## src/rtl/tk3_key_scheduler_pkg.sv

```systemverilog
// Shared definitions for the TK3 round-key scheduler: widths, state encoding
// and the byte-level helpers of the TK3 tweakey update.
package tk3_key_scheduler_pkg;

  localparam int TK_W           = 128;
  localparam int RND_W          = 6;
  localparam int NUM_ROUNDS_DEF = 40;

  typedef enum logic [1:0] {
    ST_EMPTY,
    ST_LOADED,
    ST_RUN
  } state_e;

  // Source cell for destination cell i; cell 0 is the most significant byte.
  function automatic int tk_perm_src(input int i);
    case (i)
      0:       tk_perm_src = 9;
      1:       tk_perm_src = 15;
      2:       tk_perm_src = 8;
      3:       tk_perm_src = 13;
      4:       tk_perm_src = 10;
      5:       tk_perm_src = 14;
      6:       tk_perm_src = 12;
      7:       tk_perm_src = 11;
      default: tk_perm_src = i - 8;
    endcase
  endfunction

  function automatic logic [7:0] tk3_lfsr(input logic [7:0] b);
    tk3_lfsr = {b[0] ^ b[6], b[7:1]};
  endfunction

endpackage

```

## src/rtl/tk3_key_scheduler_key_expansion.sv

```systemverilog
// One-share TK3 update: cell permutation followed by the TK3 LFSR on the
// top eight cells. Purely combinational and linear, so it may run per share.
module key_expansion
  import tk3_key_scheduler_pkg::*;
(
  input  logic [TK_W-1:0] tk_i,
  output logic [TK_W-1:0] tk_o
);

  logic [TK_W-1:0] perm;

  always_comb begin
    perm = '0;
    for (int i = 0; i < 16; i++) begin
      perm[127-8*i -: 8] = tk_i[127-8*tk_perm_src(i) -: 8];
    end
    tk_o = perm;
    for (int i = 0; i < 8; i++) begin
      tk_o[127-8*i -: 8] = tk3_lfsr(perm[127-8*i -: 8]);
    end
  end

endmodule

```

## src/rtl/tk3_key_scheduler.sv

```systemverilog
// Masked TK3 round-key scheduler; each share evolves through its own key_expansion.
// Optional macro TK3_KEY_CACHE_EN keeps a master copy so a finished block can restart.
module tk3_key_scheduler
  import tk3_key_scheduler_pkg::*;
#(
  parameter int NUM_ROUNDS = NUM_ROUNDS_DEF
) (
  input  logic             clk,
  input  logic             rst_n,
  input  logic [TK_W-1:0]  key_s0,
  input  logic [TK_W-1:0]  key_s1,
  input  logic             key_valid,
  output logic             key_ready,
  input  logic             start,
  input  logic             step,
  input  logic             abort,
  output logic [TK_W-1:0]  rk_s0,
  output logic [TK_W-1:0]  rk_s1,
  output logic             rk_valid,
  output logic [RND_W-1:0] round,
  output logic             done,
  output logic             busy
);

  state_e           state_q, state_d;
  logic [TK_W-1:0]  s0_q, s0_d, s1_q, s1_d;
  logic [TK_W-1:0]  s0_next, s1_next;
  logic [RND_W-1:0] round_q, round_d;
  logic             done_q, done_d;
`ifdef TK3_KEY_CACHE_EN
  logic [TK_W-1:0]  m0_q, m0_d, m1_q, m1_d;
`endif

  key_expansion u_exp_s0 (.tk_i(s0_q), .tk_o(s0_next));
  key_expansion u_exp_s1 (.tk_i(s1_q), .tk_o(s1_next));

  always_comb begin
    state_d = state_q;
    s0_d    = s0_q;
    s1_d    = s1_q;
    round_d = round_q;
    done_d  = 1'b0;
`ifdef TK3_KEY_CACHE_EN
    m0_d    = m0_q;
    m1_d    = m1_q;
`endif
    if (abort) begin
      state_d = ST_EMPTY;
      s0_d    = '0;
      s1_d    = '0;
      round_d = '0;
    end else begin
      case (state_q)
        ST_EMPTY, ST_LOADED: begin
          // A load always wins over a simultaneous start.
          if (key_valid) begin
            state_d = ST_LOADED;
            s0_d    = key_s0;
            s1_d    = key_s1;
`ifdef TK3_KEY_CACHE_EN
            m0_d    = key_s0;
            m1_d    = key_s1;
`endif
          end else if (start && state_q == ST_LOADED) begin
            state_d = ST_RUN;
            round_d = '0;
          end
        end
        ST_RUN: begin
          if (step) begin
            if (round_q == RND_W'(NUM_ROUNDS - 1)) begin
              done_d  = 1'b1;
              round_d = '0;
`ifdef TK3_KEY_CACHE_EN
              state_d = ST_LOADED;
              s0_d    = m0_q;
              s1_d    = m1_q;
`else
              state_d = ST_EMPTY;
              s0_d    = '0;
              s1_d    = '0;
`endif
            end else begin
              s0_d    = s0_next;
              s1_d    = s1_next;
              round_d = round_q + RND_W'(1);
            end
          end
        end
        default: state_d = ST_EMPTY;
      endcase
    end
  end

  always_ff @(posedge clk) begin
    if (!rst_n) begin
      state_q <= ST_EMPTY;
      s0_q    <= '0;
      s1_q    <= '0;
      round_q <= '0;
      done_q  <= 1'b0;
`ifdef TK3_KEY_CACHE_EN
      m0_q    <= '0;
      m1_q    <= '0;
`endif
    end else begin
      state_q <= state_d;
      s0_q    <= s0_d;
      s1_q    <= s1_d;
      round_q <= round_d;
      done_q  <= done_d;
`ifdef TK3_KEY_CACHE_EN
      m0_q    <= m0_d;
      m1_q    <= m1_d;
`endif
    end
  end

  assign key_ready = (state_q != ST_RUN);
  assign rk_valid  = (state_q == ST_RUN);
  assign busy      = (state_q == ST_RUN);
  assign done      = done_q;
  assign round     = round_q;
  assign rk_s0     = s0_q;
  assign rk_s1     = s1_q;

endmodule
```

## config.mk

```make
export PLATFORM = sky130hd
export DESIGN_NAME = tk3_key_scheduler
export DESIGN_NICKNAME = d
export VERILOG_FILES = /design/src/rtl/tk3_key_scheduler_pkg.sv /design/src/rtl/tk3_key_scheduler_key_expansion.sv /design/src/rtl/tk3_key_scheduler.sv
export SDC_FILE = /design/constraint.sdc
export NUM_CORES = 1
export LEC_CHECK = 0
export CELL_PAD_IN_SITES_DETAIL_PLACEMENT = 1
export CELL_PAD_IN_SITES_GLOBAL_PLACEMENT = 1
export CORE_AREA = 2 2 205 207
export CTS_CLUSTER_DIAMETER = 200
export DETAILED_ROUTE_END_ITERATION = 10
export DIE_AREA = 0 0 207 209
export PLACE_DENSITY_LB_ADDON = 0.1
export SLEW_MARGIN = 20
export SYNTH_ARGS = -nofsm -noshare
export SYNTH_HDL_FRONTEND = slang
export SYNTH_SLANG_ARGS = --single-unit
export TNS_END_PERCENT = 20
```

## constraint.sdc

```tcl
create_clock -name clk -period 4.01 [get_ports clk]
set_clock_uncertainty 0.2 [all_clocks]
set_input_delay 0.6015 -clock clk [delete_from_list [all_inputs] [get_ports clk]]
set_output_delay 0.6015 -clock clk [all_outputs]
set_load 0.02 [all_outputs]
```

## Word level (Yosys, flattened, before mapping)

Cells that the tools add are included.

| storage, ports and cells | value |
|---|---|
| register bits after elaboration | 265 |
| bits in latches | 0 |
| bits in writable memories | 0 |
| bits in read-only memories | 0 |
| input port bits | 262 |
| output and inout port bits | 266 |
| logic and storage cells | 63 |
| memories | 0 |

| operators by class | value |
|---|---|
| add/subtract/negate cells | 1 |
| multiply operators | 0 |
| divide/modulo/power cells | 0 |
| $lt $le $gt $ge | 0 |
| equality and inequality tests | 10 |
| shifts and indexed selects | 0 |
| muxes and demuxes | 19 |
| bitwise operators | 19 |
| reduce and logical (&&, ||, !) cells | 9 |

Operators with widths:

| cell | number |
|---|---|
| 128-bit two-way mux | 6 |
| 128-bit one-hot mux with 2 select lines | 2 |
| 6-bit two-way mux | 4 |
| 1-bit XOR | 16 |
| 6-bit one-hot mux with 2 select lines | 1 |
| 2-bit != test, second input constant | 5 |
| 2-bit two-way mux | 4 |
| 6-bit by 1-bit adder with 6-bit output, second input constant | 1 |
| 6-bit == test, second input constant | 1 |
| 3-bit AND reduction | 2 |
| 2-bit one-hot mux with 2 select lines | 1 |
| 4-bit AND reduction | 1 |
| 2-bit OR reduction | 2 |
| 4-bit OR reduction | 1 |
| 3-bit != test, second input constant | 1 |
| 1-bit inverter | 3 |
| 2-bit by 1-bit == test with 1-bit output, second input constant | 1 |
| 2-bit == test, second input constant | 1 |
| 2-bit zero test | 1 |
| 2-bit by 1-bit != test with 1-bit output, second input constant | 1 |
| 2-bit nonzero test | 1 |
| 1-bit logical AND | 1 |
| 1-bit two-way mux | 1 |

## Longest topological paths before layout

| depth | value |
|---|---|
| depth in word-level cells | 5 |
| depth in mapped cells | 6 |
| depth with buffers taken out | 5 |

## Hierarchy

From an unflattened synthesis, not the netlist that was laid out.

| unflattened totals | value |
|---|---|
| cell total of the unflattened synthesis | 1480 |
| area, all modules | 12634.6 sq um |

By module, submodules not included:

| module | times used | cells each | area each (sq um) |
|---|---|---|---|
| tk3_key_scheduler | 1 | 1224 | 10692.8 |
| key_expansion | 2 | 128 | 970.9 |

## Worst setup path before layout

OpenSTA, ideal clock, no wires.

| timing path | value |
|---|---|
| path type | reg-to-output |
| start | register state_q[0] |
| end | output rk_valid |
| arrival | 1304 ps |
| required time | 3208 ps |
| slack | 1904 ps |
| cell stages (with the launch flop) | 6 |
| cell sequence | dfxtp_1 nand2b_1 buf_2 clkbuf_1 inv_1 buf_4 |

| on the way | value |
|---|---|
| longest elaborated chain between the ends | 1 |

RTL lines:

| what | line | source |
|---|---|---|
| start: declaration | tk3_key_scheduler.sv:25 | `state_e state_q, state_d;` |
| start signal: assignment | tk3_key_scheduler.sv:107 | `state_q <= state_d;` |
| 2-bit == test | - |  |
| end: declaration | tk3_key_scheduler.sv:19 | `output logic rk_valid,` |

Every way passes these cells.

## Worst setup path after layout

| timing path | value |
|---|---|
| start | register state_q[1] |
| end | output busy |

| on the way | value |
|---|---|
| longest elaborated chain between the ends | 1 |

RTL lines:

| what | line | source |
|---|---|---|
| 2-bit == test | tk3_key_scheduler.sv:121 | `assign busy = (state_q == ST_RUN);` |
| end: declaration | tk3_key_scheduler.sv:22 | `output logic busy` |

Every way passes these cells.

==> results by group <==
Status
  • Outcome: finished, final reports clean

Worst hold path
  • Worst hold start: round[1]
  • Path category of the worst min-delay check: reg -> reg
  • Hold EP: round[1]
  • Hold path depth: 2

STA
  • Tightest Pin Transition: roughly 850 ps
  • Fin crit share: 0.791
  • Setup TNS: 0 ps
  • Slew Limit Fails: 0
  • Final setup viols: 0
  • Unrepaired setup endpoints after global routing: no
  • Minimum clock period: 3170 ps
  • Hold Violations, Final: 0
  • Max frequency: ~320 MHz
  • Worst slew margin: 0.430

Worst setup path
  • Crit end category: output port
  • Slowest cell on the critical path: clkdlybuf4s50_1
  • Slowest stage delay, CP: 660 ps
  • Setup CP Type: reg -> out
  • Worst path bufs/invs: 2
  • R2r setup slk: approximately 1500 ps
  • Worst reg2reg path depth: 5
  • CP top delay family: buffers and inverters
  • Critical path launch point type: register
  • FF-to-FF Start: state_q[1]
  • Reg-to-Reg End: rk_s1[35]
  • Critical path, cell by cell: nand2b_4, inv_1, clkdlybuf4s50_1
  • Critical Path RT: approximately 3200 ps
  • Arr. time, crit path: approximately 2400 ps
  • Critical path fanouts, max: 29

Route
  • DRT Pass-1 Iters: 4
  • Drt wl/cell: between 20 and 30 um
  • Via/cell ratio: between 5 and 6
  • First-iteration detailed-routing DRC count: ~760
  • Drt total wl: between 50 and 60 mm
  • Remaining antenna violation count: 0
  • DRC viols: 0
  • DR vias: ~12000

Cells and area
  • Final core utilization: 0.428
  • Fin nets: between 1500 and 2000
  • Area delta synth->final: 63.8%
  • Layout cells sized above 1: 0.0481

Flow run
  • MaxCap Viol Count: 0

Placement
  • RePlAce Congestion: 0.836
  • PortBufs: ~530
  • Post-DP HPWL: 39.3 mm

Yosys
  • Seq/Total Area, Yosys: 0.491
  • Synth unique cells: 33
  • Synth Register Bits: between 200 and 300
  • Post-Synthesis Cells: 1239
  • Synthesis Warnings: 0
  • Syn avg cell area: 8.71 um^2
  • Post-Synthesis Net Count: 1502
  • Synth Cell Area: roughly 11000 um^2

GRT
  • Global Route Usage Sum: 0.251
  • Largest net degree at the start of global routing: 142
  • Total grt overflow: 0
  • Initial antenna violation count: 8
  • Number of global-route vias before repair: around 12000
  • First-pass GRT wire length: roughly 84 mm

Power and ir drop
  • Worst vdd ir: 0.000204 V
  • Lkg Pwr: about 6.5 nW
  • PnR Total Power: 0.00712 W
  • Power per cell area: 402 nW/um^2

Clock network
  • H-Tree Depth: 2
  • Clock sink count: about 270
  • Post-CTS Hold Buffers: 0
  • Maximum root-to-sink buffer count: 3
  • Clock root buffer: clkbuf_16
  • Worst skew pair latency: roughly 530 ps
  • Post-CTS setup buffers: 0
  • Post-cts sizing count: 0
  • TritonCTS clock tree: yes
  • Clock Pin Slew Worst Setup and Hold Paths: about 60 ps
  • CTS Buf Count: 34

Die
  • Chip height: around 210 um
  • Starting Density: 0.262
  • Die Width: 207 um
  • Core Box Area: 41300 um^2
  • Ports: between 500 and 600
  • Die footprint: between 40000 and 50000 um^2
  • Num rows: 75
[worst max-delay path by stage]
stage	start	end	slack, ps	cells past startpoint
floorplan	state_q[0]	rk_valid	1900	5
global placement	rst_n	rk_s0[27]	1240	5
detailed placement	step	rk_s1[104]	1210	7
CTS	state_q[1]	busy	800	3
global route	state_q[1]	busy	720	3
finish	state_q[1]	busy	840	3
[layer usage]
layer | track usage | share of wire | up-vias
met1 | 0.296 | 0.40 | 5925
met2 | 0.420 | 0.49 | 460
li1 | - | - | 5581
met4 | 0.0926 | 0.028 | 6
met3 | 0.0902 | 0.086 | 73
met5 | 0 | 0.00083 | -
[final cells by class]
class,count,area [um^2]
Fill cell,4707,23600
Multi-Input combinational cell,827,4940
Antenna cell,5,12.5
Clock inverter,5,50.0
Clock buffer,56,1120
Timing Repair Buffer,548,5570
Sequential cell,265,5310
Tap cell,539,674
Inverter,3,11.3
[registers in the layout (all words and copies together), names as in the netlist]
register  count
done          1
rk_s0       128
rk_s1       128
round         6
state_q       2
[cells in the final DEF (no fill, tap or decap), types with 2 or more instances in the layout]
master	synthesis	final
clkdlybuf4s50_1	0	527
dfxtp_1	265	265
nor2_1	259	259
a221oi_1	256	256
o21ai_0	252	251
clkbuf_16	0	37
xor2_1	16	16
clkbuf_8	0	12
buf_12	0	11
buf_4	1	10
a21oi_1	8	8
o21ai_1	7	7
clkbuf_1	107	7
diode_2	0	5
nand2_1	5	5
clkinv_2	0	4
inv_1	3	3
nand3_1	3	3
or4_1	2	2
and4_1	2	2
[power breakdown]
part	internal, W	leakage, nW	total (W)	switching [W]
Combinational	0.000552	3.76	0.00106	0.000507
Sequential	0.00275	2.17	0.00288	0.000128
Clock	0.00196	0.580	0.00318	0.00122
[kinds of logic (layout without fill, tap and decap cells)]
logic type                 count (synthesis)  in the layout  synth area share
AOI/OAI and AO/OA                        528            528             0.335
and+or+nand+nor                          282            282             0.104
DFF                                      265            265             0.491
buffers and inverters                    147            612            0.0553
xor gates and xnor gates                  16             16            0.0130
adders and majority gates                  1              1           0.00116
other                                      0              5                 0
[synth_stat cells]
| cell type | count | area, um^2 |
|---|---|---|
| or4_1 | 2 | 15.0 |
| ha_1 | 1 | 12.5 |
| nand4bb_1 | 1 | 11.3 |
| nor2b_1 | 1 | 6.26 |
| or4b_1 | 1 | 10.0 |
| nand3_1 | 3 | 15.0 |
| buf_1 | 3 | 11.3 |
| o21ai_0 | 252 | 1260 |
| a21o_1 | 1 | 7.51 |
| a41oi_2 | 1 | 16.3 |
| xor2_1 | 16 | 140 |
| or2_2 | 1 | 6.26 |
| dfxtp_1 | 265 | 5310 |
| nor3_1 | 1 | 5.00 |
| nand2b_1 | 2 | 12.5 |
| and4_1 | 2 | 17.5 |
| nand3b_2 | 1 | 11.3 |
| nand3b_1 | 1 | 7.51 |
| buf_4 | 1 | 7.51 |
| and2_1 | 1 | 6.26 |
| nor2_1 | 259 | 972 |
| o21ai_1 | 7 | 35.0 |
| a31oi_1 | 1 | 6.26 |
| o21a_1 | 1 | 7.51 |
| buf_2 | 32 | 160 |
| a21oi_1 | 8 | 40.0 |
| clkbuf_2 | 1 | 5.00 |
| or3_1 | 1 | 6.26 |
| clkbuf_1 | 107 | 402 |
| inv_1 | 3 | 11.3 |
| nand2_1 | 5 | 18.8 |
| o22ai_1 | 1 | 6.26 |
| a221oi_1 | 256 | 2240 |
[metrics by stage]
| stage | area, um^2 | setup slack (ps) | std cells | hold WS, ps |
|---|---|---|---|---|
| 6_report | 17700 | 838 | 2248 | 312 |
| 5_1_grt | 17700 | 722 | 2247 | 353 |
| 4_1_cts | 17700 | 802 | 2243 | 313 |
| 3_5_place_dp | 16500 | 1210 | 2182 | 305 |
| 3_3_place_gp | 16500 | 1240 | 2182 | 297 |
| 2_1_floorplan | 10800 | 1900 | 1239 | 294 |
[worst register-to-register path, stage by stage (launching register included)]
cell      delay, ps
dfxtp_1         540
nand2b_4        330
a41oi_4         390
buf_12          420
a221oi_1        420
nor2_1          150
No activity file was read; power rests on OpenSTA's default activity.
